**src/rtl/nibble_entry_reg_if.sv**
```systemverilog
// Bus between the operator-input side and the nibble entry register.
// The master drives the command strobes and data; the slave (the register) drives the outputs.
interface nibble_entry_reg_if #(
    parameter int unsigned WIDTH = 16,
    parameter int unsigned DIGIT = 4
);
    localparam int unsigned NDIG = WIDTH / DIGIT;
    localparam int unsigned CW   = (NDIG > 1) ? $clog2(NDIG) : 1;

    logic             load_en;
    logic [WIDTH-1:0] in;
    logic [CW-1:0]    sel;
    logic             sel_wr;
    logic             digit_wr;
    logic [DIGIT-1:0] switches;
    logic             clear;
    logic             commit;
    logic             abort;
    logic [WIDTH-1:0] x_out;
    logic [WIDTH-1:0] work;
    logic [CW-1:0]    cursor;
    logic             editing;
    logic             out_valid;

    modport master (
        output load_en, in, sel, sel_wr, digit_wr, switches, clear, commit, abort,
        input  x_out, work, cursor, editing, out_valid
    );

    modport slave (
        input  load_en, in, sel, sel_wr, digit_wr, switches, clear, commit, abort,
        output x_out, work, cursor, editing, out_valid
    );
endinterface

```
**src/rtl/nibble_entry_reg.sv**
```systemverilog
// Operator entry register: a working copy is edited one DIGIT-wide field at a time under a
// cursor, and only an explicit commit or parallel load publishes it to x_out.
module nibble_entry_reg #(
    parameter int unsigned WIDTH    = 16,
    parameter int unsigned DIGIT    = 4,
    parameter bit          AUTO_INC = 1'b1
) (
    input logic               clk,
    input logic               reset,
    nibble_entry_reg_if.slave bus
);
    localparam int unsigned NDIG = WIDTH / DIGIT;
    localparam int unsigned CW   = (NDIG > 1) ? $clog2(NDIG) : 1;

    typedef enum logic [0:0] {StIdle, StEdit} state_e;

    state_e           state_q;
    logic [WIDTH-1:0] x_out_q;
    logic [WIDTH-1:0] work_q;
    logic [CW-1:0]    cursor_q;
    logic             out_valid_q;

    logic [WIDTH-1:0] work_wr;
    logic [CW-1:0]    cursor_inc;
    logic             sel_ok;

    // Candidate values for a digit write: work with field[cursor] replaced, and the wrapped cursor.
    always_comb begin
        work_wr = work_q;
        for (int unsigned k = 0; k < NDIG; k++) begin
            if (cursor_q == CW'(k)) begin
                work_wr[k*DIGIT +: DIGIT] = bus.switches;
            end
        end
        cursor_inc = (cursor_q == CW'(NDIG - 1)) ? '0 : cursor_q + 1'b1;
        // Out-of-range field indices are dropped rather than aliased onto a real field.
        sel_ok     = 32'(bus.sel) < NDIG;
    end

    // Command decode and all state: one command per cycle, highest priority wins.
    always_ff @(posedge clk or posedge reset) begin
        if (reset) begin
            state_q     <= StIdle;
            x_out_q     <= '0;
            work_q      <= '0;
            cursor_q    <= '0;
            out_valid_q <= 1'b0;
        end else begin
            out_valid_q <= 1'b0;
            if (bus.load_en) begin
                x_out_q     <= bus.in;
                work_q      <= bus.in;
                cursor_q    <= '0;
                state_q     <= StIdle;
                out_valid_q <= 1'b1;
            end else if (bus.abort) begin
                work_q   <= x_out_q;
                cursor_q <= '0;
                state_q  <= StIdle;
            end else if (bus.commit) begin
                // Pulses even from IDLE, where x_out keeps its value.
                x_out_q     <= work_q;
                cursor_q    <= '0;
                state_q     <= StIdle;
                out_valid_q <= 1'b1;
            end else if (bus.clear) begin
                work_q   <= '0;
                cursor_q <= '0;
                state_q  <= StEdit;
            end else if (bus.sel_wr) begin
                if (sel_ok) begin
                    cursor_q <= bus.sel;
                end
            end else if (bus.digit_wr) begin
                work_q  <= work_wr;
                state_q <= StEdit;
                if (AUTO_INC) begin
                    cursor_q <= cursor_inc;
                end
            end
        end
    end

    assign bus.x_out     = x_out_q;
    assign bus.work      = work_q;
    assign bus.cursor    = cursor_q;
    assign bus.editing   = (state_q == StEdit);
    assign bus.out_valid = out_valid_q;
endmodule

```
**src/flat_wrapper.sv**
```systemverilog
// flat-port wrapper written by rule: the top's interface ports become plain ports
module nibble_entry_reg_flat 
#(
    parameter int unsigned WIDTH    = 16,
    parameter int unsigned DIGIT    = 4,
    parameter bit          AUTO_INC = 1'b1
)
  (clk, reset, bus_load_en, bus_in, bus_sel, bus_sel_wr, bus_digit_wr, bus_switches, bus_clear, bus_commit, bus_abort, bus_x_out, bus_work, bus_cursor, bus_editing, bus_out_valid);
  nibble_entry_reg_if #(.WIDTH(WIDTH), .DIGIT(DIGIT)) bus_i ();
  input logic clk;
  input logic reset;
  input wire logic [$bits(bus_i.load_en)-1:0] bus_load_en;
  input wire logic [$bits(bus_i.in)-1:0] bus_in;
  input wire logic [$bits(bus_i.sel)-1:0] bus_sel;
  input wire logic [$bits(bus_i.sel_wr)-1:0] bus_sel_wr;
  input wire logic [$bits(bus_i.digit_wr)-1:0] bus_digit_wr;
  input wire logic [$bits(bus_i.switches)-1:0] bus_switches;
  input wire logic [$bits(bus_i.clear)-1:0] bus_clear;
  input wire logic [$bits(bus_i.commit)-1:0] bus_commit;
  input wire logic [$bits(bus_i.abort)-1:0] bus_abort;
  output wire logic [$bits(bus_i.x_out)-1:0] bus_x_out;
  output wire logic [$bits(bus_i.work)-1:0] bus_work;
  output wire logic [$bits(bus_i.cursor)-1:0] bus_cursor;
  output wire logic [$bits(bus_i.editing)-1:0] bus_editing;
  output wire logic [$bits(bus_i.out_valid)-1:0] bus_out_valid;
  assign bus_i.load_en = bus_load_en;
  assign bus_i.in = bus_in;
  assign bus_i.sel = bus_sel;
  assign bus_i.sel_wr = bus_sel_wr;
  assign bus_i.digit_wr = bus_digit_wr;
  assign bus_i.switches = bus_switches;
  assign bus_i.clear = bus_clear;
  assign bus_i.commit = bus_commit;
  assign bus_i.abort = bus_abort;
  assign bus_x_out = bus_i.x_out;
  assign bus_work = bus_i.work;
  assign bus_cursor = bus_i.cursor;
  assign bus_editing = bus_i.editing;
  assign bus_out_valid = bus_i.out_valid;
  nibble_entry_reg #(.WIDTH(WIDTH), .DIGIT(DIGIT), .AUTO_INC(AUTO_INC)) u_core (.clk(clk), .reset(reset), .bus(bus_i));
endmodule
```
**config.mk**
```make
export PLATFORM = sky130hd
export DESIGN_NAME = nibble_entry_reg_flat
export DESIGN_NICKNAME = d
export VERILOG_FILES = /design/src/rtl/nibble_entry_reg_if.sv /design/src/rtl/nibble_entry_reg.sv /design/src/flat_wrapper.sv
export SDC_FILE = /design/constraint.sdc
export NUM_CORES = 1
export LEC_CHECK = 0
export ABC_AREA = 1
export CORE_ASPECT_RATIO = 1.5
export CORE_UTILIZATION = 45
export CTS_CLUSTER_DIAMETER = 60
export DETAILED_ROUTE_END_ITERATION = 7
export PLACE_DENSITY = 0.78
export SKIP_LAST_GASP = 1
export SLEW_MARGIN = 20
export SYNTH_ARGS = -nofsm -noshare
export SYNTH_HDL_FRONTEND = slang
export SYNTH_SLANG_ARGS = --single-unit
```
**constraint.sdc**
```tcl
create_clock -name clk -period 1.2 [get_ports clk]
set_input_delay 0.24 -clock clk [delete_from_list [all_inputs] [get_ports clk]]
set_output_delay 0.24 -clock clk [all_outputs]
set_load 0.05 [all_outputs]
```
==> flow_summary_export.csv, run 1 <==
group,metric,value,unit
outcome,status,"finished, violations left",
outcome,violations,"setup timing",
detailed_routing,drt-vias-per-instance,5.00,
synth,ys.warnings.count,0,
critical_path,cp-end-kind,"output port",
layout,n_fill_cell,301,
global_routing,grt_max_degree,37,
synth,async_flop_share,100,%
synth,synth_area_leader_cell,"dfrtp_1",
clock_tree,clock_path_buffers,2,
floorplan,rows,30,
floorplan,start_util,47.3,%
clock_tree,clock-sinks,36,
synth,synth_edf_count,0,
global_routing,grt_pass1_wl,9870,µm
sta,clock_skew,0.00539,ns
critical_path,required,0.96,ns
global_routing,overflow,0,
detailed_routing,drc,0,
layout,finalNetCount,400,
layout,fin_util,77.2,%
clock_tree,insertion_delay,0.29,ns
critical_path,crit_chain,"buf_6 > buf_12",
clock_tree,cts_buffers,5,
floorplan,die_area,5100,µm²
critical_path,cp_max_fo,4,
critical_path,path_buf_inv,2,
placed_design,dp_hpwl,4430,µm
sta,rsz0062_at_grt,"yes",
critical_path,critPathTopFamily,"flip-flops",
layout,drive_gt1_share,28.6,%
synth,avgSynthCellArea,7.63,µm²
synth,yosys_register_bits,36,
clock_tree,cts_root_buf,"clkbuf_8",
floorplan,core_area,4580,µm²
clock_tree,cts_tree,"done",
synth,synth_area_leaders,"dfrtp_1 (42%), nand2_1 (28%), nand3_4 (3.2%)",
layout,multiInputGateArea,1150,µm²
sta,worstMarginPinSlew,0.315,ns
global_routing,gr-usage-all-layers,25.9,%
synth,synth-seq-area-share,41.6,%
sta,setup_slack,-0.0516,ns
synth,netlist_area,2170,µm²
floorplan,die_x,58.6,µm
critical_path,cp-start-kind,"flip-flop",
synth,synth-main-ff-cell,"dfrtp_1",
critical_path,path_class,"flip-flop to output port",
critical_path,critPathMaxStageDelay,0.45,ns
layout,diodes,0,
synth,postSynthCellCount,284,
detailed_routing,dr.pass1.iters,5,
synth,syn_nets,318,
global_routing,grt_pass1_vias,2085,
clock_tree,cts_htree_levels,2,
detailed_routing,wire_per_inst,13.9,µm
sta,relSlewSlack,79.0,%
sta,max_freq,799,MHz
layout,seqCellArea,903,µm²
sta,final.min_clock_period,1.25,ns
layout,area_growth,63.1,%
critical_path,arrival,1.01,ns
detailed_routing,vias,2154,
sta,whs,0.299,ns
pwr,ir_drop,0.00102,V
floorplan,ios,66,
synth,synthDominantCellAreaShare,41.6,%
detailed_routing,drt_wl_total,6000,µm
sta,hold_violations,0,
placed_design,io_buffers,65,
sta,slew_viol_final,0,
clock_tree,clk_pin_slew,0.07,ns
sta,fin_crit_sh,104,%
global_routing,antenna_found_initial,0,
pwr,p_leak,0.00181,µW
floorplan,die_h,87.0,µm
sta,setup_viol,8,
placed_design,place_congestion,0.857,
detailed_routing,drtAntennaViolNets,0,
detailed_routing,drtIter0Drc,97,
synth,synth_cell_types,23,
critical_path,cp_slowest_cell,"dfrtp_2",
min_path,hold_class,"primary input to async pin",
pwr,p_per_area,1250,nW/µm²
flow_run,maxCapViolCount,0,
==> cell families after synthesis <==
family                     Yosys count  synth area share, %
AOI/OAI and AO/OA                   13                 3.52
adders and majority gates            4                 2.31
buffers and inverters               23                 7.74
DFF                                 36                 41.6
and+or+nand+nor                    208                 44.8
==> cell type report <==
cell class | count | share of cell area (%)
clock buffer | 6 | 2.05
multi-input combinational | 225 | 32.5
inverter | 13 | 1.66
tap | 64 | 2.27
sequential | 36 | 25.6
timing repair buffer | 85 | 34.9
clock inverter | 2 | 0.992
==> per-stage QoR <==
step	setup WS [ns]	setup TNS (ns)	total power, µW	instances	area, µm²
after floorplan	-0.0358	-0.485	2410	284	2190
after global placement	-0.420	-13.94	3330	422	3370
after detailed placement	-0.469	-15.08	3360	422	3370
after CTS	-0.0472	-0.147	4410	431	3510
after global routing	-0.0902	-1.19	4590	431	3530
final	-0.0516	-0.161	4410	431	3530
==> state kept, by name, summed over array words and instances, names as in the netlist <==
signal and flops:
u_core.bus.work 16, u_core.bus.cursor 2, u_core.bus.editing 1, u_core.bus.x_out 16, u_core.bus.out_valid 1
==> power breakdown <==
group | internal, µW | switching (µW) | leakage (µW)
Clock | 616 | 434 | 0.0000552
Sequential | 1360 | 214 | 0.000440
Combinational | 839 | 949 | 0.00131
Total | 2810 | 1600 | 0.00181
==> worst paths after layout <==
check | start | endpoint | slack, ns | cells after the start
setup / recovery | u_core.bus.cursor[0] | bus_cursor[0] | -0.05 | 2
hold / removal | reset | u_core.bus.x_out[12] | 0.30 | 3
setup reg to reg | u_core.bus.cursor[1] | u_core.bus.work[0] | -0.02 | 8
hold reg to reg | u_core.bus.x_out[9] | u_core.bus.x_out[9] | 0.57 | 2
max in group asynchronous | reset | u_core.bus.cursor[0] | 0.70 | 3
min in group clk | bus_commit | u_core.bus.editing | 0.48 | 5
==> worst reg2reg max path, stage by stage, from the launching register on <==
cell	delay, ns
dfrtp_2	0.45
inv_4	0.10
ha_4	0.13
nand2_2	0.06
nand3_4	0.08
inv_2	0.05
nor2_4	0.14
nand2_1	0.08
nand2_1	0.08
==> cells in the final DEF, fill, tap and decap left out, drive strengths merged <==
cell           count
nand2            173
bufinv             1
dlymetal6s2s       1
dfrtp             36
and3               1
ha                 4
nor2              17
inv               13
and2               1
buf               56
clkdlybuf4s50     25
clkbuf             6
dlygate4sd2        3
a31oi              9
clkinv             1
o21ai              4
nand3             16
==> per-layer routing <==
metal	track usage (%)	vias to the layer above	part of all wire, %
met5	0	-	0
met4	10.2	0	2.6
met3	4.75	17	4.7
met2	46.7	78	55
met1	29.6	1015	38
li1	-	1044	-
==> Yosys cell counts (2+ instances only) <==
cell type    n
a31oi_1      9
buf_12       2
buf_2        3
buf_6        5
dfrtp_1     36
ha_1         4
inv_1        4
inv_2        7
nand2_1    163
nand2_2      5
nand2_4      4
nand3_1     12
nand3_4      4
nor2_1      11
nor2_4       5
o21ai_1      3
==> repair_timing <==
item,4_1_cts,5_1_grt
pin swaps,4,11
endpoints found under the setup margin,36,27
setup buffers,1,0
hold endpoints to repair,0,0
gates resized for setup,8,5
hold buffers,0,0
Note: power is estimated with default switching activity, not from simulation.
==> run 2, diff against run 1 <==
clock period = 1.6 ns   (was 1.2 ns; I/O delays follow)
==> run 2 against run 1 <==
Sequential share of layout area up 1.6 points. Clock power is 35% lower. Non-clock buffer count is 5 lower. The run now ends clean. Setup slack better by 0.24 ns.
==> flow_summary_export.csv, run 2 (synthesis results as in run 1) <==
group,metric,value,unit
outcome,status,"completed",
clock_tree,post-cts-setup-buffers,0,
placed_design,place_congestion,0.850,
critical_path,cp_slowest_cell,"clkdlybuf4s50_1",
global_routing,grt_max_degree,37,
clock_tree,cts_tree,"done",
critical_path,critPathTopFamily,"buffers and inverters",
critical_path,path_common_cell,"nand2_1",
placed_design,dp_cells,418,
pwr,p_seq_share,37.4,%
critical_path,cp_max_fo,10,
global_routing,antenna_found_initial,0,
global_routing,overflow,0,
pwr,p_leak,0.00171,µW
pwr,switching_share,37.7,%
detailed_routing,routed-wl-met2,3040,µm
clock_tree,cts_repair_resize_count,0,
floorplan,core_area,4580,µm²
detailed_routing,m1WireLength,2160,µm
detailed_routing,vias,2094,
layout,area_growth,53.0,%
placed_design,io_buffers,65,
detailed_routing,wire_per_inst,13.4,µm
pwr,p_sw,1180,µW
sta,rsz0062_at_grt,"no",
sta,worstMarginPinSlew,0.310,ns
critical_path,path_buf_inv,3,
sta,setup_viol,0,
critical_path,cp-start-kind,"primary input",
global_routing,grt_pass1_vias,2048,
detailed_routing,drtIter0Drc,99,
sta,clock_skew,0.00802,ns
pwr,p_per_area,945,nW/µm²
detailed_routing,drc,0,
detailed_routing,drtAntennaViolNets,0,
clock_tree,cts_root_buf,"clkbuf_8",
clock_tree,insertion_delay,0.30,ns
detailed_routing,drt-vias-per-instance,4.92,
pwr,ir_drop,0.000815,V
global_routing,grt_pass1_wl,9450,µm
floorplan,rows,30,
pwr,power,3130,µW
pwr,p_clk_share,21.9,%
global_routing,gr-usage-all-layers,25.2,%
sta,relSlewSlack,79.2,%
pwr,internal_power,1950,µW
floorplan,die_x,58.6,µm
critical_path,required,1.79,ns
critical_path,arrival,1.60,ns
clock_tree,cts_buffers,5,
flow_run,maxCapViolCount,0,
floorplan,ios,66,
layout,drive_gt1_share,24.3,%
clock_tree,clock-sinks,36,
floorplan,start_util,47.3,%
sta,final.min_clock_period,1.42,ns
pwr,power_frac_comb,40.7,%
critical_path,critPathMaxStageDelay,0.65,ns
sta,fin_crit_sh,88.5,%
critical_path,crit_chain,"clkdlybuf4s50_1 > inv_6 > nand3_4 > nand2_8 > inv_4 > nand2_2 > nand2_1 > nand2_1",
floorplan,die_h,87.0,µm
sta,max_freq,706,MHz
clock_tree,cts_htree_levels,2,
layout,finalNetCount,395,
layout,layout_common_cells,"nand2_1 (163), dfrtp_1 (36), buf_12 (33), clkdlybuf4s50_1 (29), buf_4 (18)",
detailed_routing,dr.pass1.iters,4,
clock_tree,clock_path_buffers,2,
critical_path,path_class,"primary input to flip-flop",
sta,hold_violations,0,
layout,diodes,0,
sta,slew_viol_final,0,
detailed_routing,highest_layer,"met4",
detailed_routing,wl_met3,300,µm
min_path,hold_class,"primary input to async pin",
placed_design,dp_hpwl,4240,µm
layout,layout_commonest_cell,"nand2_1",
clock_tree,clk_pin_slew,0.07,ns
clock_tree,cts_hold_buf,0,
critical_path,cp-end-kind,"flip-flop",
floorplan,die_area,5100,µm²
detailed_routing,drt_wl_total,5690,µm
layout,finalNonFillerCells,426,
## run 2: cell type report
cell class / instances / area (µm²)
clock inverter: 1 / 7.51
clock buffer: 7 / 86.3
timing repair buffer: 80 / 1090
inverter: 13 / 56.3
tap: 64 / 80.1
sequential: 36 / 901
fill: 333 / 1260
multi-input combinational: 225 / 1100
## run 2: power groups by stage
stage / Combinational [µW] / Sequential, µW / Clock, µW
floorplan: 312 / 1490 / 0
global placement: 1260 / 1180 / 0
detailed placement: 1280 / 1180 / 0
CTS: 1280 / 1170 / 697
global route: 1350 / 1190 / 732
finish: 1280 / 1170 / 685
## run 2: final timing paths
| path | endpoint | cells after the start | slack [ns] | from |
|---|---|---|---|---|
| min reg2reg | u_core.bus.editing | 2 | 0.53 | u_core.bus.editing |
| max in group asynchronous | u_core.bus.x_out[1] | 3 | 1.03 | reset |
| min in group clk | u_core.bus.editing | 2 | 0.53 | u_core.bus.editing |
| max reg2reg | u_core.bus.work[2] | 8 | 0.22 | u_core.bus.cursor[0] |
| min | u_core.bus.x_out[14] | 3 | 0.37 | reset |
| max | u_core.bus.work[4] | 8 | 0.18 | bus_load_en |
## run 2: stage by stage
step           setup TNS (ns)  setup slack, ns  hold WS (ns)  area (µm²)  util, %
2_1_floorplan               0           0.0943         0.467        2170        -
5_1_grt                     0            0.105         0.421        3310     72.4
3_5_place_dp            -2.94           -0.121         0.513        3220     70.3
6_report                    0            0.184         0.368        3310     72.4
4_1_cts                     0            0.177         0.383        3310     72.4
3_3_place_gp            -1.88          -0.0773         0.492        3220     70.3
## run 2: routing by layer
layer / vias up / GRT usage, %
li1: 1033 / -
met1: 969 / 28.3
met2: 72 / 43.9
met3: 20 / 5.79
met4: 0 / 12.3
met5: - / 0
## run 2: worst reg2reg max path, delay by kind of cell (launching register included)
family        cells  cell delay (ns)
flops             1             0.46
simple gates      5             0.36
buf+inv           2             0.24
fa+ha+maj         1             0.22
==> run 3, diff against run 2 <==
CORE_MARGIN = 5   (was unset)
==> run 3 against run 2 <==
Register-to-register slack improved by 0.02 ns. Setup slack improved by 0.057 ns. Cell count grew 0.47%. Largest cell class is now non-clock buffers. Power is 5.0% higher. Sequential power is essentially flat. Clock power increased by 18%. Design area is 1.6% higher. Highest routed layer unchanged.
==> flow_summary_export.csv, run 3 (synthesis results as in run 1) <==
group,metric,value,unit
outcome,status,"completed",
detailed_routing,wire_per_inst,14.2,µm
clock_tree,clock_path_buffers,2,
clock_tree,clk_pin_slew,0.08,ns
pwr,switching_share,36.6,%
critical_path,cp-end-kind,"flip-flop",
clock_tree,cts_hold_buf,0,
sta,rsz0062_at_grt,"no",
pwr,ir_drop,0.000856,V
global_routing,overflow,0,
critical_path,cp-start-kind,"flip-flop",
floorplan,core_area,4770,µm²
placed_design,io_buffers,65,
pwr,p_sw,1200,µW
sta,setup_viol,0,
pwr,p_seq_share,35.9,%
layout,layout_common_cells,"nand2_1 (163), buf_12 (36), dfrtp_1 (36), clkdlybuf4s50_1 (29), buf_4 (15)",
sta,worstMarginPinSlew,0.229,ns
layout,seqCellArea,901,µm²
clock_tree,cts_htree_levels,2,
floorplan,die_h,95.0,µm
critical_path,crit_chain,"inv_1 > ha_1 > nand2_1 > nand3_1 > inv_1 > nor2_4 > nand2_1 > nand2_1",
sta,max_freq,736,MHz
layout,diodes,0,
sta,final.min_clock_period,1.36,ns
global_routing,grtUsageMet1,24.0,%
critical_path,path_class,"flip-flop to flip-flop",
placed_design,post_dp_cell_area,3260,µm²
detailed_routing,drt-vias-per-instance,4.98,
global_routing,gr-max-usage-layer,"met2",
critical_path,critPathMaxStageDelay,0.47,ns
sta,relSlewSlack,84.7,%
pwr,internal_power,2080,µW
floorplan,die_area,6330,µm²
placed_design,place_congestion,0.838,
detailed_routing,drtAntennaViolNets,0,
layout,layout_commonest_cell,"nand2_1",
floorplan,ios,66,
detailed_routing,vias,2132,
layout,area_growth,55.5,%
pwr,power_frac_comb,39.6,%
critical_path,cp_max_fo,5,
sta,setup_slack,0.241,ns
global_routing,antenna_found_initial,0,
detailed_routing,drt_wl_total,6070,µm
global_routing,grt_pass1_vias,2266,
critical_path,arrival,1.55,ns
global_routing,grt_pass1_wl,10300,µm
global_routing,grt.met3_usage,3.33,%
critical_path,path_common_cell,"nand2_1",
sta,slew_viol_final,0,
detailed_routing,drtIter0Drc,129,
layout,n_fill_cell,349,
clock_tree,cts_tree,"done",
floorplan,die_x,66.6,µm
global_routing,grt_max_degree,37,
placed_design,dp_hpwl,4560,µm
global_routing,gr-usage-all-layers,21.4,%
clock_tree,cts_root_buf,"clkbuf_8",
pwr,p_leak,0.00174,µW
layout,drive_gt1_share,24.3,%
critical_path,path_buf_inv,2,
pwr,p_clk_share,24.5,%
layout,multiInputGateArea,1100,µm²
clock_tree,cts_repair_resize_count,0,
floorplan,rows,31,
sta,fin_crit_sh,84.9,%
global_routing,grtUsageMet2,38.1,%
critical_path,required,1.79,ns
floorplan,start_util,45.4,%
critical_path,cp_slowest_cell,"dfrtp_1",
pwr,p_per_area,976,nW/µm²
clock_tree,post-cts-setup-buffers,0,
clock_tree,clock-sinks,36,
layout,finalNetCount,395,
detailed_routing,dr.pass1.iters,4,
critical_path,critPathTopFamily,"flip-flops",
flow_run,maxCapViolCount,0,
layout,post-route-cell-area,3370,µm²
clock_tree,cts_buffers,5,
min_path,hold_class,"primary input to async pin",
clock_tree,insertion_delay,0.29,ns
placed_design,post-place-ws,-0.0501,ns
sta,clock_skew,0.00578,ns
sta,hold_violations,0,
detailed_routing,drc,0,
[run 3: changes by cell type in the layout (fill, tap and decap cells not counted)]
cell,change
bufinv_16,+1
clkinv_2,+1
clkinvlp_4,-1
clkbuf_8,-1
buf_12,+3
buf_4,-3
[run 3: power groups by stage]
stage	registers, µW	clock network, µW	logic [µW]
after global placement	1190	0	1290
after detailed placement	1190	0	1310
after floorplan	1490	0	312
after global routing	1190	837	1380
final	1180	806	1300
after CTS	1180	802	1310
[run 3: layout make-up]
type / count / area share [%]
repair buffers: 80 / 33.4
clock buffers: 6 / 2.15
inverters: 13 / 1.67
clock inverters: 2 / 1.04
well taps: 66 / 2.45
multi-input cells: 225 / 32.6
flip-flops and latches: 36 / 26.7
[run 3: final timing paths]
| kind | startpoint | to | slack, ns | cells past startpoint |
|---|---|---|---|---|
| min in group clk | u_core.bus.editing | u_core.bus.editing | 0.53 | 2 |
| min reg2reg | u_core.bus.editing | u_core.bus.editing | 0.53 | 2 |
| max in group asynchronous | reset | u_core.bus.work[3] | 1.03 | 3 |
| max | u_core.bus.cursor[0] | u_core.bus.work[0] | 0.24 | 8 |
| min | reset | u_core.bus.x_out[6] | 0.38 | 3 |
| max reg2reg | u_core.bus.cursor[0] | u_core.bus.work[0] | 0.24 | 8 |
[run 3: worst register-to-register path, delay by kind of cell, from the launching register on]
family / cells / cell delay, ns
adder cells (fa/ha/maj): 1 / 0.21
AND/OR/NAND/NOR: 5 / 0.35
buffers and inverters: 2 / 0.24
flip-flops: 1 / 0.47
[run 3: layer usage]
layer / wire length (µm) / up-vias
li1: - / 1031
met1: 2220 / 990
met5: 0 / -
met4: 181 / 0
met3: 391 / 16
met2: 3280 / 95
[run 3: stage by stage]
stage | std cells | power (µW) | utilization, % | hold WS (ns) | setup TNS, ns
after CTS | 428 | 3290 | 70.6 | 0.392 | 0
final | 428 | 3290 | 70.6 | 0.375 | 0
after detailed placement | 420 | 2500 | 68.3 | 0.510 | -0.650
after global routing | 428 | 3410 | 70.6 | 0.404 | 0
after global placement | 420 | 2480 | 68.3 | 0.521 | -0.560
after floorplan | 284 | 1810 | - | 0.467 | 0
